<file path="config.mk">
export PLATFORM = sky130hd
export DESIGN_NAME = dm_abs_cmd_ctrl_flat
export DESIGN_NICKNAME = d
export VERILOG_FILES = /design/src/rtl/dm_abs_cmd_ctrl_pkg.sv /design/src/rtl/dm_abs_cmd_ctrl_if.sv /design/src/rtl/dm_abs_cmd_ctrl_decode.sv /design/src/rtl/dm_abs_cmd_ctrl.sv /design/src/flat_wrapper.sv
export SDC_FILE = /design/constraint.sdc
export NUM_CORES = 1
export LEC_CHECK = 0
export CORE_MARGIN = 4
export CORE_UTILIZATION = 35
export CTS_BUF_LIST = sky130_fd_sc_hd__clkbuf_8
export DETAILED_ROUTE_END_ITERATION = 7
export PLACE_DENSITY_LB_ADDON = 0.15
export SYNTH_ARGS = -nofsm -noshare
export SYNTH_HDL_FRONTEND = slang
export SYNTH_HIERARCHICAL = 1
export SYNTH_SLANG_ARGS = --single-unit
</file>
<file path="constraint.sdc">
create_clock -name sys_clk -period 2.35 [get_ports sys_clk]
set_input_delay 0.3525 -clock sys_clk [delete_from_list [all_inputs] [get_ports sys_clk]]
set_output_delay 0.3525 -clock sys_clk [all_outputs]
set_load 0.005 [all_outputs]
</file>
<file path="src/rtl/dm_abs_cmd_ctrl_pkg.sv">
// Shared definitions for the abstract-command sequencer: cmderr codes, command
// field positions, legal regno window and FSM state encodings.
package dm_abs_cmd_ctrl_pkg;

  typedef enum logic [2:0] {
    CMDERR_NONE       = 3'd0,
    CMDERR_BUSY       = 3'd1,
    CMDERR_NOTSUP     = 3'd2,
    CMDERR_EXCEPT     = 3'd3,
    CMDERR_HALTRESUME = 3'd4
  } cmderr_e;

  typedef enum logic [2:0] {
    ST_IDLE, ST_DECODE, ST_REQ, ST_WAIT, ST_DONE
  } state_e;

  localparam int CMDTYPE_MSB  = 31;
  localparam int CMDTYPE_LSB  = 24;
  localparam int AARSIZE_MSB  = 22;
  localparam int AARSIZE_LSB  = 20;
  localparam int POSTEXEC_BIT = 18;
  localparam int TRANSFER_BIT = 17;
  localparam int WRITE_BIT    = 16;
  localparam int REGNO_MSB    = 15;

  localparam logic [2:0]  AARSIZE_32     = 3'd2;
  localparam logic [15:0] CSR_REGNO_MAX  = 16'h0FFF;
  localparam logic [15:0] GPR_REGNO_BASE = 16'h1000;
  localparam logic [15:0] GPR_REGNO_MAX  = 16'h101F;

endpackage

</file>
<file path="src/rtl/dm_abs_cmd_ctrl_if.sv">
// Single-outstanding debug register access port between the DM and the core.
interface dm_abs_cmd_ctrl_if #(parameter int DATA_W = 32);
  logic              dbg_reg_req_valid;
  logic              dbg_reg_req_ready;
  logic              dbg_reg_wr;
  logic              dbg_reg_is_csr;
  logic [11:0]       dbg_reg_addr;
  logic [DATA_W-1:0] dbg_reg_wdata;
  logic              dbg_rsp_valid;
  logic              dbg_rsp_err;
  logic [DATA_W-1:0] dbg_rsp_rdata;

  modport master (
    output dbg_reg_req_valid, dbg_reg_wr, dbg_reg_is_csr, dbg_reg_addr, dbg_reg_wdata,
    input  dbg_reg_req_ready, dbg_rsp_valid, dbg_rsp_err, dbg_rsp_rdata
  );

  modport slave (
    input  dbg_reg_req_valid, dbg_reg_wr, dbg_reg_is_csr, dbg_reg_addr, dbg_reg_wdata,
    output dbg_reg_req_ready, dbg_rsp_valid, dbg_rsp_err, dbg_rsp_rdata
  );
endinterface

</file>
<file path="src/rtl/dm_abs_cmd_ctrl_decode.sv">
// Combinational validation of a latched access-register command.
module dm_cmd_decode
  import dm_abs_cmd_ctrl_pkg::*;
#(
  parameter int CMD_WIDTH = 32
) (
  input  logic [CMD_WIDTH-1:0] cmd_q,
  input  logic                 core_halted,
  output cmderr_e              err_code,
  output logic                 do_access,
  output logic                 is_csr,
  output logic [11:0]          addr
);

  logic [15:0] regno;
  logic        transfer;
  logic        unsup;
  logic        in_range;
  logic        unused_bits;

  assign regno    = cmd_q[REGNO_MSB:0];
  assign transfer = cmd_q[TRANSFER_BIT];
  // bit 23 is reserved and aarpostincrement (bit 19) is never acted on
  assign unused_bits = ^{cmd_q[23], cmd_q[19]};

  assign unsup = (cmd_q[CMDTYPE_MSB:CMDTYPE_LSB] != 8'd0) || cmd_q[POSTEXEC_BIT] ||
                 (transfer && (cmd_q[AARSIZE_MSB:AARSIZE_LSB] != AARSIZE_32));
  assign in_range = (regno <= CSR_REGNO_MAX) ||
                    ((regno >= GPR_REGNO_BASE) && (regno <= GPR_REGNO_MAX));

  always_comb begin
    err_code = CMDERR_NONE;
    if (unsup || (transfer && !in_range)) err_code = CMDERR_NOTSUP;
    else if (!core_halted)                err_code = CMDERR_HALTRESUME;
  end

  assign do_access = transfer && (err_code == CMDERR_NONE);
  assign is_csr    = !regno[12];
  assign addr      = regno[11:0];

endmodule

</file>
<file path="src/rtl/dm_abs_cmd_ctrl.sv">
// Access-register abstract command sequencer. Optional response timeout is
// enabled with the DM_CMD_TIMEOUT_EN macro.
module dm_abs_cmd_ctrl
  import dm_abs_cmd_ctrl_pkg::*;
#(
  parameter int CMD_WIDTH   = 32,
  parameter int DATA_W      = 32,
  parameter int TIMEOUT_CYC = 255
) (
  input  logic                 sys_clk,
  input  logic                 sys_rstn,
  input  logic [CMD_WIDTH-1:0] command,
  input  logic                 cmd_update,
  input  logic                 cmderr_clr,
  input  logic                 core_halted,
  output logic                 cmd_busy,
  output logic [2:0]           cmderr,
  output logic                 cmd_finished,
  output logic                 cmd_read_data_valid,
  output logic [DATA_W-1:0]    cmd_read_data,
  input  logic [DATA_W-1:0]    data0,
  dm_abs_cmd_ctrl_if.master    dbg
);

  state_e                 state_q, state_d;
  cmderr_e                cmderr_q, cmderr_d;
  logic [CMD_WIDTH-1:0]   cmd_q, cmd_d;
  logic [DATA_W-1:0]      wdata_q, wdata_d;
  logic [DATA_W-1:0]      rdata_q, rdata_d;
  logic                   rvalid_q, rvalid_d;
  logic                   err_set;
  cmderr_e                err_val;
  logic                   tmo;

  cmderr_e                dec_err;
  logic                   dec_access, dec_is_csr;
  logic [11:0]            dec_addr;

  dm_cmd_decode #(.CMD_WIDTH(CMD_WIDTH)) u_decode (
    .cmd_q       (cmd_q),
    .core_halted (core_halted),
    .err_code    (dec_err),
    .do_access   (dec_access),
    .is_csr      (dec_is_csr),
    .addr        (dec_addr)
  );

`ifdef DM_CMD_TIMEOUT_EN
  logic [7:0] cnt_q, cnt_d;

  // Restarts at zero on every REQ entry because DECODE always precedes REQ.
  assign cnt_d = (state_q == ST_REQ || state_q == ST_WAIT) ? cnt_q + 8'd1 : 8'd0;
  assign tmo   = (cnt_q == 8'(TIMEOUT_CYC - 1));

  always_ff @(posedge sys_clk or negedge sys_rstn)
    if (!sys_rstn) cnt_q <= 8'd0;
    else           cnt_q <= cnt_d;
`else
  localparam int unused_timeout = TIMEOUT_CYC;
  assign tmo = 1'b0;
`endif

  always_comb begin
    state_d  = state_q;
    cmd_d    = cmd_q;
    wdata_d  = wdata_q;
    rdata_d  = rdata_q;
    rvalid_d = 1'b0;
    err_set  = 1'b0;
    err_val  = CMDERR_NONE;
    case (state_q)
      ST_IDLE: if (cmd_update) begin
        cmd_d   = command;
        state_d = ST_DECODE;
      end
      ST_DECODE: begin
        if (cmderr_q != CMDERR_NONE) state_d = ST_DONE;
        else if (dec_err != CMDERR_NONE) begin
          err_set = 1'b1;
          err_val = dec_err;
          state_d = ST_DONE;
        end else if (!dec_access) state_d = ST_DONE;
        else begin
          wdata_d = data0;
          state_d = ST_REQ;
        end
      end
      ST_REQ: begin
        if (dbg.dbg_reg_req_ready) state_d = ST_WAIT;
        else if (tmo) begin
          err_set = 1'b1;
          err_val = CMDERR_EXCEPT;
          state_d = ST_DONE;
        end
      end
      ST_WAIT: begin
        if (dbg.dbg_rsp_valid) begin
          if (dbg.dbg_rsp_err) begin
            err_set = 1'b1;
            err_val = CMDERR_EXCEPT;
          end else if (!cmd_q[WRITE_BIT]) begin
            rdata_d  = dbg.dbg_rsp_rdata;
            rvalid_d = 1'b1;
          end
          state_d = ST_DONE;
        end else if (tmo) begin
          err_set = 1'b1;
          err_val = CMDERR_EXCEPT;
          state_d = ST_DONE;
        end
      end
      ST_DONE: state_d = ST_IDLE;
      default: state_d = ST_IDLE;
    endcase
  end

  // First error sticks; a set in the same cycle as a clear wins over it.
  always_comb begin
    cmderr_d = cmderr_q;
    if (err_set && (cmderr_q == CMDERR_NONE || cmderr_clr))
      cmderr_d = err_val;
    else if (cmd_update && state_q != ST_IDLE && (cmderr_q == CMDERR_NONE || cmderr_clr))
      cmderr_d = CMDERR_BUSY;
    else if (cmderr_clr)
      cmderr_d = CMDERR_NONE;
  end

  always_ff @(posedge sys_clk or negedge sys_rstn) begin
    if (!sys_rstn) begin
      state_q  <= ST_IDLE;
      cmderr_q <= CMDERR_NONE;
      cmd_q    <= '0;
      wdata_q  <= '0;
      rdata_q  <= '0;
      rvalid_q <= 1'b0;
    end else begin
      state_q  <= state_d;
      cmderr_q <= cmderr_d;
      cmd_q    <= cmd_d;
      wdata_q  <= wdata_d;
      rdata_q  <= rdata_d;
      rvalid_q <= rvalid_d;
    end
  end

  assign cmd_busy            = (state_q != ST_IDLE);
  assign cmd_finished        = (state_q == ST_DONE);
  assign cmderr              = cmderr_q;
  assign cmd_read_data_valid = rvalid_q;
  assign cmd_read_data       = rdata_q;

  assign dbg.dbg_reg_req_valid = (state_q == ST_REQ);
  assign dbg.dbg_reg_wr        = (state_q == ST_REQ) && cmd_q[WRITE_BIT];
  assign dbg.dbg_reg_is_csr    = (state_q == ST_REQ) && dec_is_csr;
  assign dbg.dbg_reg_addr      = (state_q == ST_REQ) ? dec_addr : 12'h000;
  assign dbg.dbg_reg_wdata     = wdata_q;

endmodule

</file>
<file path="src/flat_wrapper.sv">
// flat-port wrapper written by rule: the top's interface ports become plain ports
module dm_abs_cmd_ctrl_flat import dm_abs_cmd_ctrl_pkg::*;
#(
  parameter int CMD_WIDTH   = 32,
  parameter int DATA_W      = 32,
  parameter int TIMEOUT_CYC = 255
)
  (sys_clk, sys_rstn, command, cmd_update, cmderr_clr, core_halted, cmd_busy, cmderr, cmd_finished, cmd_read_data_valid, cmd_read_data, data0, dbg_dbg_reg_req_valid, dbg_dbg_reg_wr, dbg_dbg_reg_is_csr, dbg_dbg_reg_addr, dbg_dbg_reg_wdata, dbg_dbg_reg_req_ready, dbg_dbg_rsp_valid, dbg_dbg_rsp_err, dbg_dbg_rsp_rdata);
  dm_abs_cmd_ctrl_if #(.DATA_W(DATA_W)) dbg_i ();
  input  logic sys_clk;
  input  logic sys_rstn;
  input  logic [CMD_WIDTH-1:0] command;
  input  logic cmd_update;
  input  logic cmderr_clr;
  input  logic core_halted;
  output logic cmd_busy;
  output logic [2:0] cmderr;
  output logic cmd_finished;
  output logic cmd_read_data_valid;
  output logic [DATA_W-1:0] cmd_read_data;
  input  logic [DATA_W-1:0] data0;
  output wire logic [$bits(dbg_i.dbg_reg_req_valid)-1:0] dbg_dbg_reg_req_valid;
  output wire logic [$bits(dbg_i.dbg_reg_wr)-1:0] dbg_dbg_reg_wr;
  output wire logic [$bits(dbg_i.dbg_reg_is_csr)-1:0] dbg_dbg_reg_is_csr;
  output wire logic [$bits(dbg_i.dbg_reg_addr)-1:0] dbg_dbg_reg_addr;
  output wire logic [$bits(dbg_i.dbg_reg_wdata)-1:0] dbg_dbg_reg_wdata;
  input wire logic [$bits(dbg_i.dbg_reg_req_ready)-1:0] dbg_dbg_reg_req_ready;
  input wire logic [$bits(dbg_i.dbg_rsp_valid)-1:0] dbg_dbg_rsp_valid;
  input wire logic [$bits(dbg_i.dbg_rsp_err)-1:0] dbg_dbg_rsp_err;
  input wire logic [$bits(dbg_i.dbg_rsp_rdata)-1:0] dbg_dbg_rsp_rdata;
  assign dbg_dbg_reg_req_valid = dbg_i.dbg_reg_req_valid;
  assign dbg_dbg_reg_wr = dbg_i.dbg_reg_wr;
  assign dbg_dbg_reg_is_csr = dbg_i.dbg_reg_is_csr;
  assign dbg_dbg_reg_addr = dbg_i.dbg_reg_addr;
  assign dbg_dbg_reg_wdata = dbg_i.dbg_reg_wdata;
  assign dbg_i.dbg_reg_req_ready = dbg_dbg_reg_req_ready;
  assign dbg_i.dbg_rsp_valid = dbg_dbg_rsp_valid;
  assign dbg_i.dbg_rsp_err = dbg_dbg_rsp_err;
  assign dbg_i.dbg_rsp_rdata = dbg_dbg_rsp_rdata;
  dm_abs_cmd_ctrl #(.CMD_WIDTH(CMD_WIDTH), .DATA_W(DATA_W), .TIMEOUT_CYC(TIMEOUT_CYC)) u_core (.sys_clk(sys_clk), .sys_rstn(sys_rstn), .command(command), .cmd_update(cmd_update), .cmderr_clr(cmderr_clr), .core_halted(core_halted), .cmd_busy(cmd_busy), .cmderr(cmderr), .cmd_finished(cmd_finished), .cmd_read_data_valid(cmd_read_data_valid), .cmd_read_data(cmd_read_data), .data0(data0), .dbg(dbg_i));
endmodule
</file>
### Yosys cells after proc, flatten, opt, wreduce, memory -nomap -nowiden

Index checks and enable logic that the tools add are counted.

* flip-flop bits (word level): 103
* bits of input ports: 104
* output and inout port bits: 85

* order comparisons: 3
* equality and inequality tests: 8
* muxes and demuxes: 27
* bitwise gates (word level): 4
* reduce and logical (&&, ||, !) cells: 28

Operators by type and width (count)
* 3-bit two-way mux: 13
* 16-bit by 13-bit greater-or-equal comparator with 1-bit output, second input constant: 1
* 16-bit by 12-bit <= comparator with 1-bit output, second input constant: 1
* 16-bit by 13-bit <= comparator with 1-bit output, second input constant: 1
* 12-bit two-way mux: 1
* 3-bit case mux with 4 select lines: 1
* 3-bit nonzero test: 4
* 1-bit logical AND: 9
* 3-bit logical NOT: 3
* 1-bit two-way mux: 8
* 4-bit AND reduction: 2
* 8-bit nonzero test: 1
* 3-bit by 2-bit == test with 1-bit output, second input constant: 2
* 3-bit case mux with 2 select lines: 1
* 1-bit logical OR: 5
* 2-bit two-way mux: 2
* 2-bit != test, second input constant: 2
* 1-bit inverter: 4
* 3-bit by 1-bit == test with 1-bit output, second input constant: 1
* 3-bit == test, second input constant: 1
* 3-bit by 2-bit != test with 1-bit output, second input constant: 1
* 3-bit AND reduction: 1
* 1-bit logical NOT: 2
* 2-bit by 1-bit != test with 1-bit output, second input constant: 1
* 2 further kinds: 2

### Longest topological paths before layout

* word-level depth: 13
* depth in mapped cells: 7

### Cells and area by module

The synthesis kept the hierarchy.

Modules (own cells, without submodules)
* dm_abs_cmd_ctrl: instances 1, cells each 261, area an instance 4207.8 um^2
* dm_cmd_decode: instances 1, cells each 30, area an instance 211.5 um^2

### Least setup slack after synthesis

No wires, ideal clock.

* path kind: reg2reg
* from: register u_core.cmd_q[9]
* to: register u_core.wdata_q[0] (netlist: u_core/dbg.dbg_reg_wdata[0])
* data arrival time: 2.077 ns
* required time: 2.225 ns
* slack: 0.148 ns
* stages on the path, launching flop included: 8
* buffers on the path: 1
* cell sequence: dfrtp_1 -> nor4_2 -> a21oi_1 -> a211o_2 -> nor3_1 -> nand3_2 -> buf_2 -> mux2_2

* word-level cells in the longest chain between the ends: 10
* elaborated cells between the ends (all ways): 14

Ends and longest elaborated chain
* from (decl): line dm_abs_cmd_ctrl.sv:27 `logic [CMD_WIDTH-1:0] cmd_q, cmd_d;`
* from (signal assigned): line dm_abs_cmd_ctrl.sv:139 `cmd_q <= cmd_d;`
* 16-bit by 13-bit greater-or-equal comparator with 1-bit output or 16-bit by 13-bit <= comparator with 1-bit output (tied branches): line dm_abs_cmd_ctrl_decode.sv:29 `((regno >= GPR_REGNO_BASE) && (regno <= GPR_REGNO_MAX));`
* 1-bit logical AND: line dm_abs_cmd_ctrl_decode.sv:29
* 1-bit logical OR *: line dm_abs_cmd_ctrl_decode.sv:28 `assign in_range = (regno <= CSR_REGNO_MAX) ||`
* 1-bit logical NOT *: line dm_abs_cmd_ctrl_decode.sv:33 `if (unsup || (transfer && !in_range)) err_code = CMDERR_NOTSUP;`
* 1-bit logical AND *: line dm_abs_cmd_ctrl_decode.sv:33
* 1-bit logical OR *: line dm_abs_cmd_ctrl_decode.sv:33
* 3-bit two-way mux *: line dm_abs_cmd_ctrl_decode.sv:33
* named net u_core.dec_err[1]: line dm_abs_cmd_ctrl.sv:35 `cmderr_e dec_err;`
* 3-bit logical NOT or 3-bit nonzero test (tied branches): line dm_abs_cmd_ctrl_decode.sv:37, dm_abs_cmd_ctrl.sv:78
* 1-bit logical AND or 1-bit inverter (tied branches)
* 4-bit AND reduction (no source line) *
* to (signal assigned): line dm_abs_cmd_ctrl.sv:140 `wdata_q <= wdata_d;`
* to (decl): line dm_abs_cmd_ctrl.sv:28 `logic [DATA_W-1:0] wdata_q, wdata_d;`

Mark *: on every way through the listed nets, which the timed path passes. The rest lies on a longest branch.
A chain may end at the register's enable or synchronous reset.

### Worst setup path after layout

* from: register u_core.cmd_q[9]
* to: register u_core.cmderr_q[0] (netlist: u_core/cmderr[0])

* word-level cells in the longest chain between the ends: 13
* elaborated cells between the ends (all ways): 19

Ends and longest elaborated chain
* 16-bit by 13-bit greater-or-equal comparator with 1-bit output or 16-bit by 13-bit <= comparator with 1-bit output (tied branches): line dm_abs_cmd_ctrl_decode.sv:29
* 1-bit logical AND: line dm_abs_cmd_ctrl_decode.sv:29
* 1-bit logical OR *: line dm_abs_cmd_ctrl_decode.sv:28
* 1-bit logical NOT *: line dm_abs_cmd_ctrl_decode.sv:33
* 1-bit logical AND *: line dm_abs_cmd_ctrl_decode.sv:33
* 1-bit logical OR *: line dm_abs_cmd_ctrl_decode.sv:33
* 3-bit two-way mux *: line dm_abs_cmd_ctrl_decode.sv:33
* named net u_core.dec_err[2]: line dm_abs_cmd_ctrl.sv:35
* 3-bit nonzero test *: line dm_abs_cmd_ctrl.sv:78 `else if (dec_err != CMDERR_NONE) begin`
* 1-bit two-way mux: line dm_abs_cmd_ctrl.sv:78
* 1-bit two-way mux: line dm_abs_cmd_ctrl.sv:77 `if (cmderr_q != CMDERR_NONE) state_d = ST_DONE;`
* 1-bit case mux with 2 select lines: line dm_abs_cmd_ctrl.sv:71 `case (state_q)`
* 1-bit logical AND: line dm_abs_cmd_ctrl.sv:120 `if (err_set && (cmderr_q == CMDERR_NONE || cmderr_clr))`
* 3-bit nonzero test (no source line) or 3-bit two-way mux (tied branches)
* to (signal assigned): line dm_abs_cmd_ctrl.sv:138 `cmderr_q <= cmderr_d;`
* to (decl): line dm_abs_cmd_ctrl.sv:26 `cmderr_e cmderr_q, cmderr_d;`

Marked as above.

==> metrics <==
status=completed; launching element type of the critical path=flip-flop; Final Wtd Congestion=approximately 0.74; Reg-to-Reg End=u_core/cmderr[0]; Hold WC Path Type=input port to async pin; Synth warnings=6; clk_lat worst skew=around 0.37 ns; CTS clock-pin slew for the worst setup and hold paths=~0.090 ns; R2R depth=8; core footprint=~12000 sq um; H-tree lvl count=3; Crit Path Category=flip-flop to flip-flop; WL final=roughly 10000 um; CTS tree=yes; DR pass1 iterations=4; Crit. End Element=flip-flop; via/cell ratio=roughly 4.5; Logic pwr share=between 10% and 20%; Reg power frac=between 50% and 60%; Total Neg Setup Slack=0 ns; flop-to-flop setup slack=a little under 0.06 ns; post-synthesis cell count=about 290; Top Ports=about 190; Final Non-Filler Cells=649; largest net degree at the start of global routing=55; GR Util All Layers=between 10% and 20%; PnR worst setup slack=approximately 0.058 ns; final net count=580; Max-Cap Viols=0; vias in the first global route=between 3k and 4k; total gr overflow=0; Final HPWL DP=around 7700 um; Data arrival, critical path=2.58 ns; synthesized area=approximately 4300 sq um; Leak=just over 0.003 uW; PwrDens=~560 nW/um^2; CTS sink cnt=slightly above 100; pre-CTS setup slack=roughly 0.012 ns; share of layout cells above drive strength 1=a little under 30%; DRT antenna net count=0; Syn Nets=between 300 and 400; # DRC=0; Die X=between 100 and 150 um; Avg Inst Size Synth=roughly 15 sq um; final hold slack=0.436 ns; row count=40; Int Power=around 2900 uW; initial antenna violation count=0; Clock power frac=between 30% and 40%; cell total after placement=about 630; Fmax=approximately 440 MHz; total number of vias=just under 3k; Sw Share=between 20% and 30%; wire per inst=roughly 16 um; Final Hold Viols=0; Die Span Y=approximately 120 um; number of port buffers=186; CTS buffer count=9; sequential cell area=~2500 sq um; CP endpoint=u_core/cmderr[0]; Sw Pwr=852 uW; full die area=around 14000 sq um; maximum VDD drop=0.000501 V; clk buf depth=2; Ant. Diodes=0; # fillers=between 1k and 1.5k; initial DRC count=around 110; final setup fails=0; data required time of the worst path=~2.6 ns; first-pass GRT wire length=~16000 um; starting density of the core=roughly 36%; final-report max-slew violation count=0; Pwr Total=3730 uW; Fin Clk Skew=0.0108 ns; area of the multi-input gates=1650 sq um; crit path from=u_core/cmd_q[9]; clock tree root driver cell=clkbuf_8; period utilisation layout=97.5%; R2R Path Start=u_core/cmd_q[9]; post-synthesis to final-layout area growth=53.8%; crit path max fanout=3; Min Clock Period, post-route=~2.3 ns
[how the worst min path moves through the flow]
| stage | startpoint | to | slack, ns | cells after the start |
|---|---|---|---|---|
| after detailed placement | sys_rstn | u_core/cmd_q[4] | 0.29 | 1 |
| after global placement | sys_rstn | u_core/cmd_q[4] | 0.29 | 1 |
| after CTS | sys_rstn | u_core/cmd_q[9] | 0.42 | 2 |
| after floorplan | sys_rstn | u_core/cmd_q[0] | 0.06 | 0 |
| final | sys_rstn | u_core/cmd_q[2] | 0.44 | 2 |
| after global routing | sys_rstn | u_core/cmd_q[3] | 0.44 | 2 |
[worst max-delay path, cell delays in order (launching register included)]
cell,delay [ns]
dfrtp_1,0.40
nor4_2,0.41
a21oi_2,0.15
a2111oi_4,0.43
nor3_4,0.08
buf_4,0.14
nor4_1,0.26
a21o_1,0.16
mux2i_1,0.18
[layer usage]
| layer | GRT usage (%) | wire [um] |
|---|---|---|
| met1 | 17.0 | 4040 |
| met2 | 24.4 | 5470 |
| met3 | 6.13 | 864 |
| met4 | 5.37 | 114 |
| met5 | 0 | 0 |
[state kept, by name, summed over array words and instances (netlist names)]
register,flops
u_core/state_q,3
u_core/cmderr,3
u_core/dbg.dbg_reg_wdata,32
u_core/cmd_read_data,32
u_core/cmd_read_data_valid,1
u_core/cmd_q,30
[layout by cell type, fill, tap and decap left out, drive strengths merged, types with 2 or more instances in the layout]
cell	count
bufinv	2
a22o	2
nor2	6
dfrtp	101
nor4	5
clkbuf	11
or3	2
mux2	94
a21o	3
nand2b	2
mux2i	2
nand3	3
buf	16
nand2	6
nor3	4
a21oi	4
clkdlybuf4s50	184
and2	15
inv	7
[through the flow]
stage                     utilization (%)  cell area, sq um
after floorplan                         -              4350
after global placement               52.6              6350
after detailed placement             52.6              6350
after CTS                            54.6              6590
after global routing                 55.4              6680
final                                55.4              6680
[power groups by stage]
stage	logic (uW)	clock network (uW)	registers [uW]
6_report	528	1230	1970
5_1_grt	576	1370	2000
4_1_cts	523	1290	1970
3_5_place_dp	518	0	2010
3_3_place_gp	505	0	2000
2_1_floorplan	311	0	1990
[repair_timing]
item / CTS / global route
gates resized for setup: 2 / 12
endpoints found under the setup margin: 18 / 48
hold endpoints to repair: 24 / 0
gates cloned: 0 / 1
setup buffers: 0 / 4
pin swaps: 0 / 5
hold buffers: 1 / 0
[cell type report]
type,instances,area share (%)
well taps,168,3.14
flip-flops and latches,101,37.8
clock buffers,11,2.27
multi-input cells,157,24.7
repair buffers,202,30.7
clock inverters,5,1.12
inverters,5,0.281
(Power assumes the default switching activity.)
